==> src/rtl/trig_dist_pkg.sv <==
// Shared types and helpers for the trigger distribution datapath.
// Contents: t_trig_ts timestamp struct, c_TS_WIDTH, f_ts_normalise(), f_ts_less().
// No ports; imported by trig_rx_sched_fifo and trig_rx_delay_sched.
package trig_dist_pkg;

  localparam int c_TS_WIDTH = 80;

  typedef struct packed {
    logic [39:0] tai;
    logic [27:0] cycles;
    logic [11:0] frac;
  } t_trig_ts;

  // Fold one second's worth of cycles into the seconds field. The caller
  // guarantees cycles < 2*clk_freq, so a single conditional subtract is enough.
  function automatic t_trig_ts f_ts_normalise(input logic [39:0] tai,
                                              input logic [28:0] cycles,
                                              input logic [11:0] frac,
                                              input logic [28:0] clk_freq);
    t_trig_ts r;
    r.frac = frac;
    if (cycles >= clk_freq) begin
      r.cycles = 28'(cycles - clk_freq);
      r.tai    = tai + 40'd1;
    end else begin
      r.cycles = cycles[27:0];
      r.tai    = tai;
    end
    return r;
  endfunction

  // Strict lexicographic a < b over {tai, cycles, frac}.
  function automatic logic f_ts_less(input t_trig_ts a, input t_trig_ts b);
    if (a.tai != b.tai)       return a.tai < b.tai;
    if (a.cycles != b.cycles) return a.cycles < b.cycles;
    return a.frac < b.frac;
  endfunction

endpackage

==> src/rtl/trig_rx_sched_fifo.sv <==
// Synchronous first-word-fall-through FIFO of t_trig_ts.
// Ports: push_i/data_i write side, pop_i/data_o read side, full_o/empty_o status.
// A push while full is accepted only if a pop happens in the same cycle; data_o reads 0 when empty.
module trig_rx_sched_fifo
  import trig_dist_pkg::*;
#(
  parameter int g_depth = 8
) (
  input  logic     clk_sys_i,
  input  logic     rst_n_i,
  input  logic     push_i,
  input  t_trig_ts data_i,
  input  logic     pop_i,
  output logic     full_o,
  output logic     empty_o,
  output t_trig_ts data_o
);

  localparam int c_AW = $clog2(g_depth);

  logic [c_TS_WIDTH-1:0] mem [g_depth];
  logic [c_AW:0]         wr_ptr;
  logic [c_AW:0]         rd_ptr;
  logic                  wr_en;
  logic                  rd_en;

  // Pointers carry one extra wrap bit to tell full from empty.
  assign empty_o = (wr_ptr == rd_ptr);
  assign full_o  = (wr_ptr[c_AW] != rd_ptr[c_AW]) &&
                   (wr_ptr[c_AW-1:0] == rd_ptr[c_AW-1:0]);

  assign rd_en = pop_i & ~empty_o;
  assign wr_en = push_i & (~full_o | rd_en);

  always_ff @(posedge clk_sys_i) begin
    if (!rst_n_i) begin
      wr_ptr <= '0;
      rd_ptr <= '0;
    end else begin
      if (wr_en) wr_ptr <= wr_ptr + 1'b1;
      if (rd_en) rd_ptr <= rd_ptr + 1'b1;
    end
  end

  // Storage is not reset; the empty gating below keeps the output at 0.
  always_ff @(posedge clk_sys_i) begin
    if (wr_en) mem[wr_ptr[c_AW-1:0]] <= data_i;
  end

  assign data_o = empty_o ? '0 : t_trig_ts'(mem[rd_ptr[c_AW-1:0]]);

endmodule

==> src/rtl/trig_rx_delay_sched.sv <==
// Trigger-receive scheduler: ID filter, coarse/fine delay add, TAI normalise, FWFT output queue.
// Ports: rx_* decoded trigger in, cfg_* register config, tm_* WR time, out_* FD timestamp, cnt_* stats.
// Latency rx->out_valid 3 cycles when idle; input never back-pressured (full FIFO drops and counts).
// Optional macro TRIG_RX_LATE_CHECK_EN: drop events closer than g_min_lead cycles to current WR time.
module trig_rx_delay_sched
  import trig_dist_pkg::*;
#(
  parameter int g_id_width   = 16,
  parameter int g_clk_freq   = 125000000,
  parameter int g_fifo_depth = 8,
  parameter int g_min_lead   = 1250
) (
  input  logic                  clk_sys_i,
  input  logic                  rst_n_i,
  input  logic                  rx_valid_i,
  output logic                  rx_ready_o,
  input  logic [g_id_width-1:0] rx_id_i,
  input  logic [39:0]           rx_tai_i,
  input  logic [27:0]           rx_cycles_i,
  input  logic [11:0]           rx_frac_i,
  input  logic                  cfg_enable_i,
  input  logic [g_id_width-1:0] cfg_id_i,
  input  logic [27:0]           cfg_delay_c_i,
  input  logic [11:0]           cfg_delay_f_i,
  input  logic                  cfg_rst_cnt_i,
  input  logic [39:0]           tm_tai_i,
  input  logic [27:0]           tm_cycles_i,
  input  logic                  tm_valid_i,
  output logic                  out_valid_o,
  input  logic                  out_ready_i,
  output logic [39:0]           out_tai_o,
  output logic [27:0]           out_cycles_o,
  output logic [11:0]           out_frac_o,
  output logic [31:0]           cnt_rx_o,
  output logic [31:0]           cnt_sched_o,
  output logic [31:0]           cnt_late_o,
  output logic [31:0]           cnt_ovf_o
);

  localparam logic [28:0] c_CLK    = 29'(g_clk_freq);
  localparam logic [27:0] c_CLK28  = 28'(g_clk_freq);
  localparam logic [27:0] c_DC_MAX = 28'(g_clk_freq - 1);

  // S0: captured message plus the config that applies to it
  logic        s0_vld;
  t_trig_ts    s0_ts;
  logic [27:0] s0_dc;
  logic [11:0] s0_df;
  // S1: raw sums, cycles not yet normalised
  logic        s1_vld;
  logic [39:0] s1_tai;
  logic [28:0] s1_c;
  logic [11:0] s1_frac;
  // S2 (combinational into the FIFO)
  t_trig_ts    s2_ts;
  logic        s2_late;

  logic        capture;
  logic [12:0] f_sum;
  logic [28:0] c_sum;
  logic        push;
  logic        pop;
  logic        fifo_full;
  logic        fifo_empty;
  t_trig_ts    fifo_dout;
  logic        inc_sched;
  logic        inc_ovf;

  always_ff @(posedge clk_sys_i) begin
    if (!rst_n_i) rx_ready_o <= 1'b0;
    else          rx_ready_o <= 1'b1;
  end

  assign capture = rx_ready_o & rx_valid_i & cfg_enable_i & (rx_id_i == cfg_id_i);

  // Delay is clamped below one second so S2's single subtract always normalises.
  always_ff @(posedge clk_sys_i) begin
    if (!rst_n_i) begin
      s0_vld <= 1'b0;
      s0_ts  <= '0;
      s0_dc  <= '0;
      s0_df  <= '0;
    end else begin
      s0_vld <= capture;
      if (capture) begin
        s0_ts.tai    <= rx_tai_i;
        s0_ts.cycles <= rx_cycles_i;
        s0_ts.frac   <= rx_frac_i;
        s0_dc        <= (cfg_delay_c_i >= c_CLK28) ? c_DC_MAX : cfg_delay_c_i;
        s0_df        <= cfg_delay_f_i;
      end
    end
  end

  assign f_sum = {1'b0, s0_ts.frac} + {1'b0, s0_df};
  assign c_sum = {1'b0, s0_ts.cycles} + {1'b0, s0_dc} + {28'd0, f_sum[12]};

  always_ff @(posedge clk_sys_i) begin
    if (!rst_n_i) begin
      s1_vld  <= 1'b0;
      s1_tai  <= '0;
      s1_c    <= '0;
      s1_frac <= '0;
    end else begin
      s1_vld  <= s0_vld;
      s1_tai  <= s0_ts.tai;
      s1_c    <= c_sum;
      s1_frac <= f_sum[11:0];
    end
  end

  assign s2_ts = f_ts_normalise(s1_tai, s1_c, s1_frac, c_CLK);

`ifdef TRIG_RX_LATE_CHECK_EN
  // Earliest acceptable event time: now + lead, normalised like the event itself.
  t_trig_ts min_ts;
  assign min_ts  = f_ts_normalise(tm_tai_i, {1'b0, tm_cycles_i} + 29'(g_min_lead), 12'd0, c_CLK);
  assign s2_late = ~tm_valid_i | f_ts_less(s2_ts, min_ts);
`else
  logic unused_tm;
  assign unused_tm = ^{tm_tai_i, tm_cycles_i, tm_valid_i};
  assign s2_late   = 1'b0;
`endif

  assign push = s1_vld & ~s2_late;
  assign pop  = out_valid_o & out_ready_i;

  trig_rx_sched_fifo #(
    .g_depth (g_fifo_depth)
  ) u_fifo (
    .clk_sys_i (clk_sys_i),
    .rst_n_i   (rst_n_i),
    .push_i    (push),
    .data_i    (s2_ts),
    .pop_i     (pop),
    .full_o    (fifo_full),
    .empty_o   (fifo_empty),
    .data_o    (fifo_dout)
  );

  assign out_valid_o  = ~fifo_empty;
  assign out_tai_o    = fifo_dout.tai;
  assign out_cycles_o = fifo_dout.cycles;
  assign out_frac_o   = fifo_dout.frac;

  // A pop frees the slot in the same cycle, so push-while-full-and-popping is accepted.
  assign inc_sched = push & (~fifo_full | pop);
  assign inc_ovf   = push & fifo_full & ~pop;

  // Counter clear has priority over any increment in the same cycle.
  always_ff @(posedge clk_sys_i) begin
    if (!rst_n_i || cfg_rst_cnt_i) begin
      cnt_rx_o    <= '0;
      cnt_sched_o <= '0;
      cnt_ovf_o   <= '0;
    end else begin
      cnt_rx_o    <= cnt_rx_o    + {31'd0, capture};
      cnt_sched_o <= cnt_sched_o + {31'd0, inc_sched};
      cnt_ovf_o   <= cnt_ovf_o   + {31'd0, inc_ovf};
    end
  end

`ifdef TRIG_RX_LATE_CHECK_EN
  always_ff @(posedge clk_sys_i) begin
    if (!rst_n_i || cfg_rst_cnt_i) cnt_late_o <= '0;
    else                           cnt_late_o <= cnt_late_o + {31'd0, s1_vld & s2_late};
  end
`else
  assign cnt_late_o = '0;
`endif

endmodule

==> config.mk <==
export PLATFORM = sky130hd
export DESIGN_NAME = trig_rx_delay_sched
export DESIGN_NICKNAME = d
export VERILOG_FILES = /design/src/rtl/trig_dist_pkg.sv /design/src/rtl/trig_rx_sched_fifo.sv /design/src/rtl/trig_rx_delay_sched.sv
export SDC_FILE = /design/constraint.sdc
export NUM_CORES = 1
export LEC_CHECK = 0
export CAP_MARGIN = 20
export CORE_MARGIN = 2
export CORE_UTILIZATION = 58
export CTS_BUF_LIST = sky130_fd_sc_hd__clkbuf_2 sky130_fd_sc_hd__clkbuf_4 sky130_fd_sc_hd__clkbuf_8
export CTS_CLUSTER_DIAMETER = 30
export DETAILED_ROUTE_END_ITERATION = 16
export PLACE_DENSITY = 0.83
export REMOVE_ABC_BUFFERS = 1
export SLEW_MARGIN = 25
export SYNTH_ARGS = -nofsm -noshare
export SYNTH_HDL_FRONTEND = slang
export SYNTH_SLANG_ARGS = --single-unit
==> constraint.sdc <==
create_clock -name clk_sys_i -period 9.45 [get_ports clk_sys_i]
set_clock_uncertainty 0.2 [all_clocks]
set_input_delay 0.945 -clock clk_sys_i [delete_from_list [all_inputs] [get_ports clk_sys_i]]
set_output_delay 0.945 -clock clk_sys_i [all_outputs]
set_load 0.05 [all_outputs]
==> results of run 1 <==
==> per-layer routing <==
metal	GRT usage	wire length [microns]	up-vias	share of wire
met5	0	15	-	0.00017
met1	0.322	34800	12100	0.39
met3	0.0617	6790	183	0.076
met2	0.443	45400	1045	0.51
li1	-	-	11000	-
met4	0.104	2840	2	0.032
==> cell families (layout without fill, tap and decap cells) <==
group           count (synthesis)  in the layout
flops                         951            951
simple gates                  913            913
compound gates                254            254
mux                           247            247
buf+inv                       190            697
xor+xnor                      182            182
fa+ha+maj                      53             53
other cells                     1             33
==> path summary, 6_finish.rpt <==
| check | from | to | slack (ps) | cells after the start |
|---|---|---|---|---|
| max reg2reg | s0_ts[0] | s1_c[26] | 4420 | 18 |
| max | flip-flop | out_tai_o[1] | 4130 | 5 |
| min | s0_vld | push | 220 | 1 |
| min reg2reg | s0_vld | push | 220 | 1 |
==> area by class of cell <==
type,instances,area share
diodes,1,0.0000539
clock buffers,216,0.0587
clock inverters,81,0.0169
inverters,34,0.00280
multi-input cells,1681,0.271
flip-flops and latches,951,0.548
well taps,864,0.0233
repair buffers,366,0.0784
==> synthesized netlist by cell type (23+ instances only) <==
library cell  number  area (sq um)
edfxtp_1         640         19200
nor2_1           382          1430
dfxtp_1          311          6230
nand2_1          218           818
mux4_2           160          3600
a21oi_1          122           611
xor2_1           110           963
clkbuf_1          87           327
mux2i_1           87           871
xnor2_1           72           631
and2_1            60           375
o21ai_0           57           285
nand3_1           55           275
ha_1              50           626
nor3_1            40           200
inv_1             33           124
buf_4             32           240
nand4_1           29           181
or3_1             27           169
and3_1            23           144
buf_1             23          86.3
==> where the power goes <==
| group | switching, mW | leakage, nW | internal (mW) | total, mW |
|---|---|---|---|---|
| clock network | 1.64 | 1.81 | 2.25 | 3.90 |
| logic | 0.0698 | 5.44 | 0.0631 | 0.133 |
| registers | 0.000316 | 9.24 | 4.39 | 4.39 |
==> metrics by stage <==
stage	hold slack, ps	worst slack (ps)	area, sq um
after floorplan	212	222	38100
after global placement	215	3990	42800
after detailed placement	218	3990	42900
after CTS	222	3920	46400
after global routing	253	3780	46400
final	221	4130	46400
==> critical path, stage by stage (launching register included) <==
cell	delay (ps)
dfxtp_4	930
buf_4	730
mux4_2	600
mux2i_1	290
nor2_1	90
clkdlybuf4s50_1	740
==> state kept, by name, summed over array words and instances, names as in the netlist, named ones only <==
register,flops
cnt_ovf_o,32
u_fifo.rd_ptr,4
cnt_sched_o,32
s0_ts,80
s0_df,12
rx_ready_o,1
s1_frac,12
push,1
u_fifo.wr_ptr,4
u_fifo.mem,640
s0_vld,1
s1_tai,40
s0_dc,28
s1_c,29
cnt_rx_o,32
==> flow_metrics.env, run 1 <==
export IMPL_wl_per_cell_microns=21.4
export IMPL_cts_resized=0
export IMPL_power_density_mw_per_mm2=181
export IMPL_clockBufferDepth=3
export IMPL_outcome="finished, final reports clean"
export IMPL_power_mw=8.41
export IMPL_multi_input_area_sq_mm=0.0126
export IMPL_layout_drive_gt1_share=0.153
export IMPL_critPathKind="reg2out"
export IMPL_cp_data_required_time_ps=8310
export IMPL_tns_ps=0
export IMPL_avgSynthCellArea_sq_um=13.9
export IMPL_cp_max_fo=44
export IMPL_synth_adder_area_share=0.0177
export IMPL_synth_compound_area_frac=0.0384
export IMPL_syn_inst=2791
export IMPL_start_kind="flip-flop"
export IMPL_setup_viol=0
export IMPL_slew_viol_final=0
export IMPL_synth_edff_count=640
export IMPL_worst_setup_hold_path_clk_slew_ps=60
export IMPL_final_net_count=3475
export IMPL_numCtsBuffers=161
export IMPL_hold_viol=0
export IMPL_dr_total_vias=24300
export IMPL_final_common_cell="edfxtp_1"
export IMPL_layout_cells_non_filler=4194
export IMPL_cts_root_buf="clkbuf_8"
export IMPL_grt_pass1_vias=25200
export IMPL_maxCapViolCount=0
export IMPL_groute_usage_overall=0.260
export IMPL_fp_dieH_microns=262
export IMPL_synthFlopType="edfxtp_1"
export IMPL_cts_tree="yes"
export IMPL_syn_cell_area_sq_mm=0.0387
export IMPL_muxShareOfSynthArea=0.116
export IMPL_core_area_sq_mm=0.0659
export IMPL_ios=437
export IMPL_synth_seq_cells=951
export IMPL_crit_arrival_ps=4180
export IMPL_dieArea_sq_mm=0.0688
export IMPL_drtPass1Iterations=6
export IMPL_mostFrequentLayoutCells="edfxtp_1, nor2_1, clkdlybuf4s50_1"
export IMPL_gp_congestion=0.891
export IMPL_syn_to_final_growth_pct=20.0
export IMPL_hp_class="reg2reg"
export IMPL_synth_top_family_by_area="multiplexers"
export IMPL_max_freq_mhz=188
export IMPL_die_x_microns=262
export IMPL_setup_worst_path_end_class="primary output"
export IMPL_drc=0
export IMPL_routed_via_density=5.79
export IMPL_dp_cells=3895
export IMPL_min_period_ps=5320
export IMPL_regArea_sq_mm=0.0255
export IMPL_clock_sinks=951
export IMPL_start_util=0.587
export IMPL_drt_iter0_markers=1970
export IMPL_yosysSeqAreaShare=0.658
export IMPL_nFillCells=4102
export IMPL_drt_wl_total_microns=89800
export IMPL_clock_latency_ps=790
export IMPL_slew_headroom=0.290
export IMPL_htreeDepth=4
export IMPL_synth_simple_gate_area_frac=0.107
export IMPL_port_buffers=335
export IMPL_final_util=0.705
export IMPL_ys_types=65
export IMPL_rows=94
export IMPL_ir_worst_vdd_uv=140
export IMPL_overflow=0
export IMPL_holdBufCountCts=0
export IMPL_ant_nets=0
export IMPL_grt_pass1_wl_microns=139000
export IMPL_grt_max_degree=83
export IMPL_fin_crit_sh=0.563
export IMPL_cts_setup_buffers=0
export IMPL_rsz0062_at_grt="false"
export IMPL_yosys_area_share_xor_xnor=0.0412
export IMPL_p_leak_nw=16.5
export IMPL_yosysWarnings=0
export IMPL_async_reset_ff_frac=0
export IMPL_hpwl_microns=54500
export IMPL_antenna_found_initial=2
export IMPL_tightest_slew_ps=1060
Power figures use the tool's default switching activity.
==> run 2, diff against run 1 <==
==> constraint.sdc (replaced) <==
create_clock -name clk_sys_i -period 5.4 [get_ports clk_sys_i]
set_clock_uncertainty 0.2 [all_clocks]
set_input_delay 0.54 -clock clk_sys_i [delete_from_list [all_inputs] [get_ports clk_sys_i]]
set_output_delay 0.54 -clock clk_sys_i [all_outputs]
set_load 0.05 [all_outputs]
==> run 2 against run 1 <==
  * Combinational power increased by 75%
  * Die area unchanged
  * Setup slack got worse by 3800 ps
  * Final area increased by 0.38%
  * Register-to-register slack got worse by 4100 ps
  * Sequential share of layout area decreased by 0.21 points
  * Worst hold slack got worse by 120 ps
  * Global-route usage increased by 0.10 points
  * Critical path depth increased by 14
  * Core utilization increased by 0.27 points
  * Clock power increased by 77%
  * Critical endpoint is now s1_c[26]
  * Highest routed layer unchanged
==> flow_metrics.env, run 2 (same netlist as run 1, synthesis figures left out) <==
export IMPL_largest_reg_flops=640
export IMPL_nFillCells=4148
export IMPL_fp_dieH_microns=262
export IMPL_min_period_ps=5090
export IMPL_power_mw=14.8
export IMPL_power_density_mw_per_mm2=318
export IMPL_whs_ps=97.6
export IMPL_setup_worst_path_end_class="flip-flop"
export IMPL_setup_viol=0
export IMPL_layout_drive_gt1_share=0.155
export IMPL_dr_total_vias=24300
export IMPL_maxCapViolCount=0
export IMPL_start_kind="flip-flop"
export IMPL_dieArea_sq_mm=0.0688
export IMPL_clockBufferDepth=3
export IMPL_groute_usage_overall=0.261
export IMPL_routed_via_density=5.78
export IMPL_port_buffers=335
export IMPL_hpwl_microns=55500
export IMPL_dpl_worst_slack_ps=399
export IMPL_drtPass1Iterations=5
export IMPL_htreeDepth=4
export IMPL_outcome="finished, final reports clean"
export IMPL_wl_per_cell_microns=21.4
export IMPL_antennaDiodeCount=0
export IMPL_max_freq_mhz=196
export IMPL_syn_to_final_growth_pct=20.4
export IMPL_final_common_cell="edfxtp_1"
export IMPL_overflow=0
export IMPL_hold_viol=0
export IMPL_critPathKind="reg2reg"
export IMPL_crit_arrival_ps=5620
export IMPL_rsz0062_at_grt="false"
export IMPL_setup_ws_ps=307
export IMPL_ios=437
export IMPL_gp_congestion=0.870
export IMPL_grt_pass1_wl_microns=140000
export IMPL_drt_iter0_markers=1982
export IMPL_clock_sinks=951
export IMPL_cts_setup_buffers=0
export IMPL_slew_viol_final=0
export IMPL_ant_nets=0
export IMPL_grt_pass1_vias=25100
export IMPL_cp_max_fo=4
export IMPL_drc=0
export IMPL_placement_cell_area_sq_mm=0.0429
export IMPL_cts_root_buf="clkbuf_8"
export IMPL_hp_class="in2reg"
export IMPL_start_util=0.587
export IMPL_fin_area_sq_mm=0.0466
export IMPL_cts_tree="yes"
export IMPL_fin_crit_sh=0.943
export IMPL_p_leak_nw=16.5
export IMPL_cp_data_required_time_ps=5920
export IMPL_die_x_microns=262
export IMPL_grt_max_degree=99
export IMPL_tightest_slew_ps=965
export IMPL_final_net_count=3486
export IMPL_core_area_sq_mm=0.0659
export IMPL_numCtsBuffers=163
export IMPL_slew_headroom=0.355
export IMPL_worst_setup_hold_path_clk_slew_ps=60
export IMPL_rows=94
export IMPL_ir_worst_vdd_uv=226
export IMPL_clock_latency_ps=790
export IMPL_drt_wl_total_microns=89800
export IMPL_mostFrequentLayoutCells="edfxtp_1, nor2_1, clkdlybuf4s50_1"
export IMPL_antenna_found_initial=2
[run 2: through the flow]
step	TNS, ps	util	std cells
6_report	0	0.707	4205
2_1_floorplan	-1246290	-	2666
4_1_cts	0	0.706	4203
3_3_place_gp	0	0.652	3902
5_1_grt	0	0.707	4205
3_5_place_dp	0	0.652	3902
[run 2: final cells by class]
type,count,area (sq um),share of cell area
clock buffers,206,2650,0.0568
clock inverters,94,921,0.0198
inverters,34,130,0.00279
multi-input cells,1681,12600,0.270
flip-flops and latches,951,25500,0.546
well taps,864,1080,0.0232
repair buffers,375,3760,0.0807
[run 2: critical path: stages (launching register included)]
cell and delay, ps:
dfxtp_1 340, ha_1 190, fa_1 210, a21o_1 130
a21oi_1 90, o21bai_1 200, a21oi_1 130, o31ai_1 450
a21o_1 190, a21oi_1 130, fa_1 440, fa_1 390
nor2b_1 200, o31a_1 230, o2111ai_1 220, a2111oi_0 600
buf_4 210, nor3_1 40, o21bai_1 230, mux2i_1 210
[run 2: path summary, 6_finish.rpt]
| path | to | start | slack [ps] | cells past startpoint |
|---|---|---|---|---|
| setup / recovery | s1_c[26] | s0_ts[0] | 310 | 19 |
| hold / removal | s0_ts[33] | rx_cycles_i[21] | 100 | 3 |
| hold reg to reg | push | s0_vld | 230 | 1 |
| setup reg to reg | s1_c[26] | s0_ts[0] | 310 | 19 |
[run 2: where the power goes]
| part | internal (mW) | switching, mW | total [mW] |
|---|---|---|---|
| registers | 7.68 | 0.000581 | 7.68 |
| logic | 0.112 | 0.121 | 0.233 |
| clock network | 3.95 | 2.94 | 6.89 |
| total | 11.7 | 3.06 | 14.8 |
[run 2: timing repair]
item,in CTS,in global routing
hold buffers,1,0
endpoints found under the setup margin,0,0
endpoints found under the hold margin,1,0
gates resized for setup,0,0
[run 2: metal layers]
layer	part of all wire	GRT usage	wire (microns)
met5	0.00014	0	13
met4	0.029	0.0983	2610
met3	0.076	0.0547	6800
met2	0.51	0.451	46000
met1	0.38	0.326	34400
==> run 3, diff against run 2 <==
--- a/config.mk
+++ b/config.mk
@@ -6,7 +6,7 @@
 export NUM_CORES = 1
 export LEC_CHECK = 0
 export CAP_MARGIN = 20
-export CORE_MARGIN = 2
+export CORE_MARGIN = 8
 export CORE_UTILIZATION = 58
 export CTS_BUF_LIST = sky130_fd_sc_hd__clkbuf_2 sky130_fd_sc_hd__clkbuf_4 sky130_fd_sc_hd__clkbuf_8
 export CTS_CLUSTER_DIAMETER = 30
==> run 3 against run 2 <==
  * Final cell count up 0.43%
  * Clock-buffer cell count increased by 14
  * Non-clock buffer count increased by 1
  * Global-route usage shrank 1.3 points
  * Register-to-register slack better by 40 ps
  * Critical path type unchanged
==> flow_metrics.env, run 3 (same netlist as run 1, synthesis figures left out) <==
export IMPL_r2r_end="s1_c[24]"
export IMPL_hp_class="in2reg"
export IMPL_numCtsBuffers=169
export IMPL_clock_latency_ps=810
export IMPL_die_x_microns=274
export IMPL_placement_cell_area_sq_mm=0.0430
export IMPL_setup_worst_path_end_class="flip-flop"
export IMPL_tns_ps=0
export IMPL_critPathKind="reg2reg"
export IMPL_route_met3_wl_microns=6740
export IMPL_min_from="rx_cycles_i[25]"
export IMPL_cts_tree="yes"
export IMPL_cts_setup_buffers=0
export IMPL_hpwl_microns=59100
export IMPL_ant_nets=0
export IMPL_groute_usage_overall=0.248
export IMPL_fin_area_sq_mm=0.0469
export IMPL_dieArea_sq_mm=0.0752
export IMPL_final_net_count=3493
export IMPL_grt_pass1_wl_microns=144000
export IMPL_crit_buf_inv=0
export IMPL_drt_iter0_markers=2058
export IMPL_final_common_cell="edfxtp_1"
export IMPL_largest_reg_flops=640
export IMPL_layout_cells_non_filler=4223
export IMPL_ios=437
export IMPL_drc=0
export IMPL_m1WireLength_microns=36400
export IMPL_syn_to_final_growth_pct=21.1
export IMPL_setup_viol=0
export IMPL_clockBufferDepth=3
export IMPL_r2r_start="s0_ts[0]"
export IMPL_cts_root_buf="clkbuf_8"
export IMPL_wl_per_cell_microns=22.5
export IMPL_mostFrequentLayoutCells="edfxtp_1, nor2_1, clkdlybuf4s50_1"
export IMPL_drtPass1Iterations=5
export IMPL_fin_crit_sh=0.936
export IMPL_rr_worst_depth=18
export IMPL_port_buffers=335
export IMPL_whs_endpoint="s0_ts[37]"
export IMPL_whs_path_depth=3
export IMPL_grt_max_degree=99
export IMPL_dr_total_vias=24500
export IMPL_met2_length_microns=48500
export IMPL_slew_viol_final=0
export IMPL_drt_wl_total_microns=94900
export IMPL_gp_congestion=0.866
export IMPL_start_util=0.587
export IMPL_crit_arrival_ps=5590
export IMPL_power_density_mw_per_mm2=327
export IMPL_ir_worst_vdd_uv=237
export IMPL_hold_viol=0
export IMPL_grt_pass1_vias=26100
export IMPL_power_mw=15.3
export IMPL_outcome="finished, final reports clean"
export IMPL_routed_top_layer="met4"
export IMPL_maxCapViolCount=0
export IMPL_worstPathCellList="ha_1, fa_1, a21o_1, a21oi_1, o21bai_1, a21oi_1, o31ai_1, a21o_1, a21oi_1, fa_1, fa_1, nor2b_1, o31a_1, o2111ai_1, a2111oi_1, nor2_1, o21ai_0, mux2i_1"
export IMPL_worst_setup_hold_path_clk_slew_ps=60
export IMPL_min_period_ps=5060
export IMPL_clock_sinks=951
export IMPL_max_freq_mhz=198
export IMPL_max_stage_delay_ps=560
export IMPL_cp_data_required_time_ps=5930
export IMPL_p_leak_nw=16.7
export IMPL_dp_cells=3906
export IMPL_rsz0062_at_grt="false"
export IMPL_start_kind="flip-flop"
export IMPL_critPathSlowestCell="a2111oi_1"
export IMPL_core_area_sq_mm=0.0659
export IMPL_tightest_slew_ps=894
export IMPL_layout_drive_gt1_share=0.159
export IMPL_htreeDepth=4
export IMPL_antenna_found_initial=3
export IMPL_overflow=0
export IMPL_fp_dieH_microns=274
export IMPL_cp_max_fo=4
export IMPL_routed_via_density=5.80
export IMPL_slew_headroom=0.399
export IMPL_cpLargestDelayFamily="compound AO/OA/AOI/OAI gates"
export IMPL_r2r_slack_ps=340
export IMPL_rows=94
run 3: cell types whose count changed in the layout (fill, tap and decap cells not counted), sizes merged:
cell,previous run,this run
inv,38,42
clkinvlp,18,9
clkbuf,206,220
buf,40,42
diode,0,2
bufinv,14,19
dlygate4sd3,1,0
clkinv,58,59
run 3: final cells by class:
class | count | area [sq um]
clock buffers | 220 | 2790
multi-input cells | 1681 | 12600
diodes | 2 | 5.00
inverters | 34 | 129
clock inverters | 95 | 1070
well taps | 864 | 1080
flip-flops and latches | 951 | 25500
fillers | 4022 | 19000
repair buffers | 376 | 3730
run 3: power breakdown:
part | switching, mW | internal [mW]
registers | 0.000481 | 7.68
clock network | 3.05 | 4.36
logic | 0.124 | 0.111
run 3: how the worst max path moves through the flow:
stage,startpoint,endpoint,slack (ps),cells past startpoint
floorplan,flip-flop,out_cycles_o[0],-3420,3
detailed placement,s0_ts[0],s1_c[24],290,18
global placement,s0_ts[0],s1_c[24],490,18
CTS,s0_ts[0],s1_c[24],220,18
finish,s0_ts[0],s1_c[24],340,18
global route,s0_ts[0],s1_c[24],70,18
run 3: routing by layer:
layer  vias to the layer above  track usage
met5                         -            0
met4                         0        0.107
met3                       219       0.0585
met2                      1051        0.433
met1                     12200        0.293
li1                      11100            -
run 3: tightest hold or removal path, cell delays in order:
cell and delay, ps:
clkdlybuf4s50_1 400, nand2_1 60, a21oi_1 50
run 3: repair_timing:
action / 4_1_cts / 5_1_grt
resized for setup: 0 / 1
hold buffers: 0 / 0
setup endpoints to repair: 0 / 2
run 3: per-stage QoR:
stage	worst slack (ps)	hold slack, ps	util
6_report	345	90.1	0.711
5_1_grt	73.3	49.5	0.711
4_1_cts	223	14.9	0.711
3_5_place_dp	288	221	0.653
3_3_place_gp	493	214	0.653
2_1_floorplan	-3420	212	-
